<file path="config.mk">
export PLATFORM = sky130hd
export DESIGN_NAME = pci_arbiter_rr
export DESIGN_NICKNAME = d
export VERILOG_FILES = /design/src/rtl/pci_arbiter_rr.sv
export SDC_FILE = /design/constraint.sdc
export NUM_CORES = 1
export LEC_CHECK = 0
export ABC_AREA = 0
export CAP_MARGIN = 40
export CELL_PAD_IN_SITES_DETAIL_PLACEMENT = 1
export CELL_PAD_IN_SITES_GLOBAL_PLACEMENT = 1
export CORE_ASPECT_RATIO = 0.9
export CORE_UTILIZATION = 33
export CTS_CLUSTER_DIAMETER = 200
export DETAILED_ROUTE_END_ITERATION = 12
export GPL_TIMING_DRIVEN = 0
export PLACE_DENSITY = 0.69
export SETUP_SLACK_MARGIN = 0.5
export SLEW_MARGIN = 20
export SYNTH_ARGS = -nofsm -noshare
export SYNTH_HDL_FRONTEND = slang
export SYNTH_SLANG_ARGS = --single-unit
export TNS_END_PERCENT = 100
</file>
<file path="constraint.sdc">
create_clock -name CLK -period 2.35 [get_ports CLK]
set_clock_uncertainty 0.2 [all_clocks]
set_input_delay 0.235 -clock CLK [delete_from_list [all_inputs] [get_ports CLK]]
set_output_delay 0.235 -clock CLK [all_outputs]
set_load 0.03 [all_outputs]
</file>
<file path="src/rtl/pci_arbiter_rr.sv">
// pci_arbiter_rr: round-robin PCI GNT# arbiter with two-level priority, grant withdrawal and grant timeout.
// Define PCI_ARB_PARK_EN to park the bus on master PARK when nobody requests.
module pci_arbiter_rr #(
  parameter int width = 4,
  parameter logic [width-1:0] HIPRI = '0,
  parameter int TIMEOUT = 16,
  parameter int PARK = 0,
  localparam int iw = (width > 1) ? $clog2(width) : 1
) (
  input  logic             CLK,
  input  logic             RESET,
  input  logic             FRAME,
  input  logic             IRDY,
  input  logic [width-1:0] REQ,
  output logic [width-1:0] GNT,
  output logic [iw-1:0]    OWNER,
  output logic             TO_ERR
);
  if (width < 2) begin : g_width_chk
    $error("pci_arbiter_rr: width must be >= 2");
  end
  typedef enum logic [1:0] {IDLE, OFFER_HOLD, OFFER} state_t;
  localparam logic [width-1:0] all1 = '1;
`ifdef PCI_ARB_PARK_EN
  localparam logic [width-1:0] park_gnt = ~(width'(1) << PARK);
`endif
  state_t state, state_n;
  logic [iw-1:0] last, last_n, owner_n, win;
  logic [7:0] cnt, cnt_n;
  logic [width-1:0] gnt_n, req, pool;
  logic to_err_n, bus_idle, found;
  assign req = ~REQ;
  assign bus_idle = FRAME & IRDY;
  assign pool = |(req & HIPRI) ? (req & HIPRI) : req;
  // Scan starts just after the last grantee, so it is reached only after everyone else.
  always_comb begin
    win = last;
    found = 1'b0;
    for (int i = 1; i <= width; i++) begin
      if (!found && pool[(int'(last) + i) % width]) begin
        win = iw'((int'(last) + i) % width);
        found = 1'b1;
      end
    end
  end
  always_comb begin
    state_n = state;
    last_n = last;
    cnt_n = cnt;
    gnt_n = GNT;
    owner_n = OWNER;
    to_err_n = 1'b0;
    unique case (state)
      IDLE:
        if (|req) begin
          gnt_n = ~(width'(1) << win);
          last_n = win;
          cnt_n = '0;
          state_n = bus_idle ? OFFER : OFFER_HOLD;
        end
`ifdef PCI_ARB_PARK_EN
        else if (GNT == park_gnt && !FRAME) begin
          owner_n = iw'(PARK);
          gnt_n = all1;
        end else gnt_n = bus_idle ? park_gnt : all1;
`else
        else gnt_n = all1;
`endif
      OFFER_HOLD:
        if (REQ[last]) begin
          gnt_n = all1;
          state_n = IDLE;
        end else if (bus_idle) begin
          state_n = OFFER;
          cnt_n = '0;
        end
      OFFER:
        if (!FRAME) begin
          gnt_n = all1;
          owner_n = last;
          state_n = IDLE;
        end else if (REQ[last]) begin
          gnt_n = all1;
          state_n = IDLE;
        end else if (cnt == 8'(TIMEOUT - 1)) begin
          gnt_n = all1;
          to_err_n = 1'b1;
          state_n = IDLE;
        end else cnt_n = (cnt == 8'hff) ? cnt : cnt + 8'd1;
      default: begin
        gnt_n = all1;
        state_n = IDLE;
      end
    endcase
  end
  always_ff @(posedge CLK or posedge RESET) begin
    if (RESET) begin
      state <= IDLE;
      last <= iw'(width - 1);
      cnt <= '0;
      GNT <= all1;
      OWNER <= '0;
      TO_ERR <= 1'b0;
    end else begin
      state <= state_n;
      last <= last_n;
      cnt <= cnt_n;
      GNT <= gnt_n;
      OWNER <= owner_n;
      TO_ERR <= to_err_n;
    end
  end
endmodule

</file>
==> flow_metrics.py, run 1 <==
metrics = {
    "run_status": {
        "status": "completed",
    },
    "logic_synthesis": {
        "synth_edf_count": 0,
        "synth_compound_area_share_pct": 25.9,
        "muxShareOfSynthArea_pct": 4.18,
        "yosysWarnings": 0,
        "syn_inst": 121,
        "synth-simple-area-share_pct": 23.0,
        "async_flop_share_pct": 100,
        "synth_cell_types": 43,
        "syn_area_mm2": 0.00114,
        "synth_top_family_by_area": "compound AO/OA/AOI/OAI gates",
        "ys_seq_area_share_pct": 42.5,
        "synth_xor_area_share_pct": 0,
        "synth.avg_cell_area_um2": 9.40,
        "synth_fa_ha_area_share_pct": 1.10,
        "synth_seq_cells": 19,
        "synthFlopType": "dfrtp_1",
        "syn_nets": 130,
    },
    "sta": {
        "fin_tns_setup_ns": 0,
        "worst_slack_ns": 0.273,
        "fmax_mhz": 481,
        "min_period_ns": 2.08,
        "worstMarginPinSlew_ns": 0.714,
        "slew_headroom_pct": 52.4,
        "fin_hold_ws_ns": 0.188,
        "rsz0062_at_grt": "yes",
        "min_period_over_period_pct": 88.4,
        "drv_slew": 0,
        "finalSetupViolCount": 0,
        "hold_viol_final": 0,
    },
    "placed_design": {
        "dpl.hpwl_um": 2230,
        "post-place-ws_ns": 0.144,
        "gp_congestion": 0.782,
        "port_buffers": 14,
    },
    "cells_and_area": {
        "multi_input_area_um2": 687,
        "syn2layout_area_growth_pct": 31.2,
        "drive_gt1_share_pct": 29.7,
        "diodes": 0,
        "fin_nets": 155,
        "filler_cell_count": 376,
        "postLayoutCoreUtil_pct": 47.2,
        "seq_area_um2": 483,
    },
    "job": {
        "cap_violations": 0,
    },
    "drt": {
        "drt-initial-drc-count": 75,
        "drt-vias-per-instance": 5.59,
        "ant_nets": 0,
        "vias": 1046,
        "wirelength_um": 3140,
        "drt_first_pass_iters": 6,
        "drc": 0,
        "wl_per_cell_um": 16.8,
    },
    "clock_tree": {
        "cts_tree": "done",
        "h-tree-depth": 1,
        "clockBufferDepth": 2,
        "clock_sinks": 19,
        "ctsRootBufferMaster": "clkbuf_8",
        "cts_made_buffers": 3,
        "postCtsHoldBufs": 0,
        "clk_pin_slew_ns": 0.07,
        "clock_latency_ns": 0.26,
    },
    "power": {
        "internal-power_mw": 1.00,
        "power.density_mw_per_mm2": 1180,
        "p_switching_mw": 0.764,
        "p_sw_share_pct": 43.2,
        "pwr-share-seq_pct": 29.7,
        "p_comb_share_pct": 57.3,
        "leakagePower_nw": 0.579,
        "p_clk_share_pct": 13.0,
        "vdd_drop_max_uv": 576,
    },
    "floorplan": {
        "die_h_um": 57.7,
        "floorplan.rows": 19,
        "start_util_pct": 36.0,
        "die_x_um": 63.9,
        "dieArea_mm2": 0.00369,
        "core_mm2": 0.00316,
        "ios": 15,
    },
    "worst_setup_path": {
        "crit_type": "flop to flop",
        "critPathMaxFanout": 6,
        "r2r-end": "cnt[3]$_DFFE_PP0P_",
        "cp.required_ns": 2.29,
        "critPathLaunchType": "flop",
        "rrSetupSlack_ns": 0.27,
        "crit_path_start": "last[1]$_DFFE_PP1P_",
        "r2r-start": "last[1]$_DFFE_PP1P_",
        "arrival_ns": 2.02,
        "r2r_cells": 6,
        "endpoint_kind": "flop",
    },
    "grt": {
        "grt_pass1_wl_um": 5320,
        "grt_pass1_vias": 1088,
        "track_usage_pct": 19.3,
        "overflow": 0,
        "antenna_found_initial": 0,
        "grt_max_degree": 20,
    },
    "worst_hold_path": {
        "hold_path.class": "primary input to async pin",
    },
}
[timing repair]
item,in CTS,in global routing
resized for setup,15,7
pin swaps,8,3
setup buffers,5,1
hold endpoints to repair,0,0
endpoints found under the setup margin,21,17
[worst max-delay path by stage]
stage	depth (start not counted)	slack, ns	to
floorplan	6	0.40	cnt[4]$_DFFE_PP0P_
global placement	6	0.19	cnt[3]$_DFFE_PP0P_
detailed placement	6	0.14	cnt[6]$_DFFE_PP0P_
CTS	6	0.28	cnt[4]$_DFFE_PP0P_
global route	6	0.23	cnt[3]$_DFFE_PP0P_
finish	6	0.27	cnt[3]$_DFFE_PP0P_
[power by group through the flow]
stage | clock, mW | combinational (mW) | sequential, mW
after global routing | 0.251 | 1.09 | 0.542
after global placement | 0 | 0.831 | 0.521
final | 0.230 | 1.01 | 0.525
after CTS | 0.235 | 0.964 | 0.526
after floorplan | 0 | 0.497 | 0.620
after detailed placement | 0 | 0.860 | 0.531
[flip-flops by register name, indices dropped and copies added (netlist names)]
| signal | count |
|---|---|
| TO_ERR | 1 |
| state | 2 |
| last | 2 |
| OWNER | 2 |
| GNT | 4 |
| cnt | 8 |
[cells in the final DEF, fill, tap and decap left out, types with 4 or more instances in the layout]
cell / n
dfstp_2: 6
buf_4: 5
a21oi_1: 4
inv_1: 5
a2bb2oi_1: 4
dlygate4sd2_1: 4
nor2_1: 9
a21oi_2: 4
nand2b_1: 4
nand3_1: 4
o21ai_2: 4
o21ai_1: 6
clkdlybuf4s50_1: 10
nand2_1: 12
dfrtp_1: 13
[synthesized netlist by cell type (all sizes together), types with 2 or more instances]
cell type / count / share of area, %
nor3: 5 / 3.6
o31ai: 5 / 3.3
nor4: 2 / 1.1
a21oi: 8 / 4.2
or3: 2 / 1.5
nand2: 13 / 4.5
o21ai: 12 / 5.3
dfstp: 6 / 14
buf: 2 / 1.4
dfrtp: 13 / 29
nand4: 2 / 1.1
nor2b: 3 / 1.7
nor2: 9 / 3.0
nand2b: 4 / 2.2
mux2: 3 / 3.3
o2bb2ai: 3 / 2.9
nand3: 5 / 2.6
inv: 5 / 1.7
a2bb2oi: 5 / 3.9
[metrics by stage]
step | cell area, um2 | std cells | power (mW)
finish | 1490 | 187 | 1.77
global route | 1490 | 187 | 1.89
CTS | 1450 | 186 | 1.72
detailed placement | 1330 | 177 | 1.39
global placement | 1330 | 177 | 1.35
floorplan | 1140 | 121 | 1.12
[critical path, cell delays in order, from the launching register on]
cell	delay, ns
dfstp_2	0.53
buf_6	0.11
mux2_4	0.32
o2bb2ai_4	0.14
or3_4	0.40
a21oi_2	0.17
o31ai_2	0.09
[final cells by class]
type	instances	area share, %
Multi-Input combinational cell	94	46.0
Sequential cell	19	32.4
Timing Repair Buffer	20	12.3
Tap cell	42	3.52
Clock buffer	3	2.77
Buffer	3	1.42
Inverter	5	1.26
Clock inverter	1	0.335
[cell families after synthesis]
group | Yosys count
simple gates | 47
compound gates | 42
fa+ha+maj | 1
buf+inv | 8
mux | 4
flops | 19
[layer usage]
metal | wire length (um) | up-vias | global-route usage [%]
li1 | - | 496 | -
met1 | 1480 | 518 | 25.3
met2 | 1490 | 21 | 32.7
met3 | 82 | 11 | 2.36
met4 | 83 | 0 | 7.79
met5 | 0 | - | 0
(Power assumes the default switching activity.)
==> inputs of run 2 (changes only) <==
--- a/config.mk
+++ b/config.mk
@@ -10,11 +10,11 @@
 export CELL_PAD_IN_SITES_DETAIL_PLACEMENT = 1
 export CELL_PAD_IN_SITES_GLOBAL_PLACEMENT = 1
 export CORE_ASPECT_RATIO = 0.9
-export CORE_UTILIZATION = 33
+export CORE_UTILIZATION = 35
 export CTS_CLUSTER_DIAMETER = 200
 export DETAILED_ROUTE_END_ITERATION = 12
 export GPL_TIMING_DRIVEN = 0
-export PLACE_DENSITY = 0.69
+export PLACE_DENSITY = 0.72
 export SETUP_SLACK_MARGIN = 0.5
 export SLEW_MARGIN = 20
 export SYNTH_ARGS = -nofsm -noshare
==> flow_metrics.py, run 2 (synthesized netlist as in run 1, its figures left out) <==
metrics = {
    "cells_and_area": {
        "reg_top3": "cnt x8, GNT x4",
        "multi_input_area_um2": 663,
        "fin_area_mm2": 0.00143,
        "largest_reg_flops": 8,
        "largest_register": "cnt",
        "filler_cell_count": 357,
        "diodes": 0,
        "drive_gt1_share_pct": 25.4,
        "final_common_cell": "dfrtp_1",
        "fin_nets": 152,
        "final_cell_mix": "dfrtp_1 (13), nand2_1 (12), clkdlybuf4s50_1 (10), nor2_1 (9)",
        "seq_area_um2": 483,
        "syn2layout_area_growth_pct": 25.4,
    },
    "clock_tree": {
        "cts_made_buffers": 3,
        "clock_latency_ns": 0.32,
        "clk_pin_slew_ns": 0.12,
        "clock_sinks": 19,
        "h-tree-depth": 1,
        "cts_tree": "done",
        "ctsRootBufferMaster": "clkbuf_4",
        "clockBufferDepth": 2,
    },
    "sta": {
        "rsz0062_at_grt": "yes",
        "worstMarginPinSlew_ns": 0.735,
        "finalSetupViolCount": 0,
        "drv_slew": 0,
        "fin_tns_setup_ns": 0,
        "hold_viol_final": 0,
        "min_period_ns": 2.04,
        "slew_headroom_pct": 50.9,
        "fmax_mhz": 491,
        "min_period_over_period_pct": 86.6,
    },
    "floorplan": {
        "die_x_um": 62.1,
        "ios": 15,
        "start_util_pct": 37.1,
        "core_mm2": 0.00307,
        "floorplan.rows": 19,
        "die_h_um": 56.1,
        "dieArea_mm2": 0.00348,
    },
    "grt": {
        "grt_pass1_vias": 1067,
        "overflow": 0,
        "grt_max_degree": 20,
        "antenna_found_initial": 0,
        "track_usage_pct": 19.7,
        "grt_pass1_wl_um": 5110,
    },
    "worst_setup_path": {
        "critPathLaunchType": "flop",
        "critPathMaxFanout": 6,
        "worstPathCellList": "buf_6 -> mux2_4 -> o2bb2ai_4 -> or3_4 -> a21oi_2 -> o31ai_2",
        "arrival_ns": 2.05,
        "crit_type": "flop to flop",
        "cp.required_ns": 2.36,
        "endpoint_kind": "flop",
        "crit_slowest_cell": "dfstp_2",
        "cp_num_buf_inv": 1,
        "slowest_delay_ns": 0.54,
        "crit_family": "flip-flops",
    },
    "drt": {
        "vias": 1005,
        "ant_nets": 0,
        "wirelength_um": 2830,
        "wl_per_cell_um": 15.4,
        "drt_first_pass_iters": 4,
        "drt-initial-drc-count": 19,
        "drt-vias-per-instance": 5.46,
        "drc": 0,
    },
    "power": {
        "p_comb_share_pct": 57.1,
        "p_switching_mw": 0.709,
        "internal-power_mw": 0.918,
        "leakagePower_nw": 0.549,
        "vdd_drop_max_uv": 556,
        "power.density_mw_per_mm2": 1140,
        "p_clk_share_pct": 10.8,
        "pwr-share-seq_pct": 32.0,
        "p_sw_share_pct": 43.6,
    },
    "placed_design": {
        "dpl.hpwl_um": 2040,
        "dpl-instance-area_mm2": 0.00133,
        "port_buffers": 14,
        "gp_congestion": 0.783,
    },
    "run_status": {
        "status": "completed",
    },
    "worst_hold_path": {
        "hold_path.class": "primary input to async pin",
    },
    "job": {
        "cap_violations": 0,
    },
}
## run 2: worst paths after layout
check                                endpoint  cells after the start           startpoint  slack (ns)
min                        cnt[3]$_DFFE_PP0P_                      2                RESET        0.13
max reg2reg                cnt[3]$_DFFE_PP0P_                      6  last[1]$_DFFE_PP1P_        0.31
min reg2reg                GNT[3]$_DFFE_PP1P_                      1   GNT[3]$_DFFE_PP1P_        0.31
max                        cnt[3]$_DFFE_PP0P_                      6  last[1]$_DFFE_PP1P_        0.31
min in group CLK           GNT[3]$_DFFE_PP1P_                      1   GNT[3]$_DFFE_PP1P_        0.31
max in group asynchronous    TO_ERR$_DFF_PP0_                      2                RESET        1.34
## run 2: what timing repair did
action	in CTS	in global routing
buffers inserted	3	0
endpoints found under the setup margin	20	19
hold buffers	0	0
pin swaps	7	5
hold endpoints to repair	0	0
gates resized for setup	10	8
## run 2: metrics by stage
stage	hold WS (ns)	setup WS [ns]	cells	util [%]	power, mW
CTS	0.177	0.277	184	45.9	1.61
floorplan	-0.0183	0.396	121	-	1.12
finish	0.135	0.315	184	46.5	1.63
detailed placement	0.293	0.161	177	43.4	1.35
global route	0.233	0.237	184	46.5	1.75
global placement	0.292	0.234	177	43.4	1.33
## run 2: area by class of cell
class                           instances  share of cell area (%)
Tap cell                               42                    3.68
Buffer                                  3                    1.49
Timing Repair Buffer                   17                    11.3
Sequential cell                        19                    33.9
Clock buffer                            4                    1.84
Inverter                                5                    1.32
Multi-Input combinational cell         94                    46.5
## run 2: power groups by stage
stage	combinational, mW	sequential (mW)	clock, mW
finish	0.930	0.521	0.176
global placement	0.807	0.523	0
global route	1.02	0.540	0.189
floorplan	0.497	0.620	0
CTS	0.907	0.521	0.180
detailed placement	0.826	0.528	0
## run 2: metal layers
metal / global-route usage [%] / routed length (um) / up-vias
met3: 5.81 / 99 / 4
met5: 0 / 0 / -
met4: 2.86 / 19 / 0
met2: 29.3 / 1340 / 14
li1: - / - / 501
met1: 28.5 / 1370 / 486
==> inputs of run 3 (changes only) <==
--- a/config.mk
+++ b/config.mk
@@ -13,9 +13,11 @@
 export CORE_UTILIZATION = 35
 export CTS_CLUSTER_DIAMETER = 200
 export DETAILED_ROUTE_END_ITERATION = 12
+export GPL_ROUTABILITY_DRIVEN = 0
 export GPL_TIMING_DRIVEN = 0
 export PLACE_DENSITY = 0.72
 export SETUP_SLACK_MARGIN = 0.5
+export SKIP_CTS_REPAIR_TIMING = 1
 export SLEW_MARGIN = 20
 export SYNTH_ARGS = -nofsm -noshare
 export SYNTH_HDL_FRONTEND = slang
==> flow_metrics.py, run 3 (synthesized netlist as in run 1, its figures left out) <==
metrics = {
    "cells_and_area": {
        "drive_gt1_share_pct": 28.5,
        "fin_nets": 154,
        "filler_cell_count": 345,
        "final_common_cell": "dfrtp_1",
        "largest_reg_flops": 8,
        "final_cell_mix": "dfrtp_1 (13), nand2_1 (12), clkdlybuf4s50_1 (10), nor2_1 (9), dfstp_2 (6)",
        "syn2layout_area_growth_pct": 30.3,
        "reg_top3": "cnt x8, GNT x4",
        "diodes": 0,
        "largest_register": "cnt",
    },
    "worst_setup_path": {
        "rrSetupSlack_ns": 0.26,
        "critPathMaxFanout": 6,
        "cp.required_ns": 2.36,
        "r2r-end": "cnt[3]$_DFFE_PP0P_",
        "crit_type": "flop to flop",
        "critPathLaunchType": "flop",
        "endpoint_kind": "flop",
        "arrival_ns": 2.10,
        "r2r_cells": 6,
        "r2r-start": "last[1]$_DFFE_PP1P_",
    },
    "floorplan": {
        "floorplan.rows": 19,
        "die_x_um": 62.1,
        "ios": 15,
        "dieArea_mm2": 0.00348,
        "core_mm2": 0.00307,
        "die_h_um": 56.1,
        "start_util_pct": 37.1,
    },
    "drt": {
        "wl_per_cell_um": 15.6,
        "drc": 0,
        "top_layer": "met4",
        "wl_met2_um": 1410,
        "wl_met3_um": 114,
        "wl_met1_um": 1360,
        "vias": 1004,
        "wirelength_um": 2910,
        "drt-initial-drc-count": 18,
        "drt_first_pass_iters": 4,
        "ant_nets": 0,
        "drt-vias-per-instance": 5.40,
    },
    "power": {
        "leakagePower_nw": 0.574,
        "vdd_drop_max_uv": 595,
        "power.density_mw_per_mm2": 1130,
    },
    "clock_tree": {
        "cts_tree": "done",
        "clock_sinks": 19,
        "clk_pin_slew_ns": 0.11,
        "clock_latency_ns": 0.31,
        "ctsRootBufferMaster": "clkbuf_4",
        "cts_made_buffers": 3,
        "h-tree-depth": 1,
        "clockBufferDepth": 2,
    },
    "grt": {
        "grt_pass1_vias": 1049,
        "track_usage_pct": 18.8,
        "grt_max_degree": 20,
        "grt_pass1_wl_um": 4900,
        "overflow": 0,
        "antenna_found_initial": 0,
    },
    "sta": {
        "worstMarginPinSlew_ns": 0.738,
        "hold_viol_final": 0,
        "worst_slack_ns": 0.261,
        "slew_headroom_pct": 50.7,
        "drv_slew": 0,
        "fin_tns_setup_ns": 0,
        "min_period_over_period_pct": 88.9,
        "fmax_mhz": 479,
        "finalSetupViolCount": 0,
        "rsz0062_at_grt": "yes",
        "min_period_ns": 2.09,
    },
    "run_status": {
        "status": "completed",
    },
    "placed_design": {
        "dpl.hpwl_um": 2040,
        "port_buffers": 14,
        "post-place-ws_ns": 0.161,
    },
    "job": {
        "cap_violations": 0,
    },
    "worst_hold_path": {
        "hold_path.class": "primary input to async pin",
    },
}
run 3: cell count changes in the layout (fill, tap and decap cells not counted), moves of 3 or more:
cell            change
buf_4               +3
o31ai_2             +3
dlymetal6s2s_1      +4
o31ai_1             -3
dlygate4sd2_1       -4
run 3: metrics by stage:
stage | cell area [um2] | power (mW) | utilization (%) | hold WS (ns) | cells
detailed placement | 1330 | 1.35 | 43.4 | 0.293 | 177
finish | 1480 | 1.67 | 48.3 | 0.141 | 186
CTS | 1360 | 1.53 | 44.2 | 0.177 | 181
floorplan | 1140 | 1.12 | - | -0.0183 | 121
global placement | 1330 | 1.33 | 43.4 | 0.292 | 177
global route | 1480 | 1.80 | 48.3 | 0.233 | 186
run 3: worst max-delay path: stages (launching register included):
cell and delay [ns]:
dfstp_2 0.54, buf_6 0.12, mux2_4 0.33, o2bb2ai_4 0.14
or3_4 0.41, a21oi_2 0.17, o31ai_2 0.08
run 3: per-layer routing:
layer / vias up / track usage [%]
met1: 487 / 27.2
met5: - / 0
met3: 5 / 5.81
met4: 0 / 2.86
met2: 16 / 28.0
li1: 496 / -
run 3: area by class of cell:
type                    count  area [um2]  area share (%)
multi-input cells          94         693            46.8
flip-flops and latches     19         483            32.6
repair buffers             19         188            12.7
well taps                  42        52.6            3.55
clock buffers               4        26.3            1.77
plain buffers               3        20.0            1.35
inverters                   5        18.8            1.27
run 3: worst max path at each step:
stage | from | to | slack [ns] | cells after the start
2_1_floorplan | last[1]$_DFFE_PP1P_ | cnt[4]$_DFFE_PP0P_ | 0.40 | 6
3_3_place_gp | REQ[2] | cnt[7]$_DFFE_PP0P_ | 0.23 | 6
3_5_place_dp | REQ[2] | cnt[6]$_DFFE_PP0P_ | 0.16 | 6
4_1_cts | last[1]$_DFFE_PP1P_ | cnt[3]$_DFFE_PP0P_ | 0.27 | 6
5_1_grt | last[1]$_DFFE_PP1P_ | cnt[0]$_DFFE_PP0P_ | 0.20 | 6
6_report | last[1]$_DFFE_PP1P_ | cnt[3]$_DFFE_PP0P_ | 0.26 | 6
run 3: report_power, final:
group	switching (mW)	internal, mW
Combinational	0.554	0.427
Sequential	0.0627	0.456
Clock	0.108	0.0665
Total	0.725	0.949
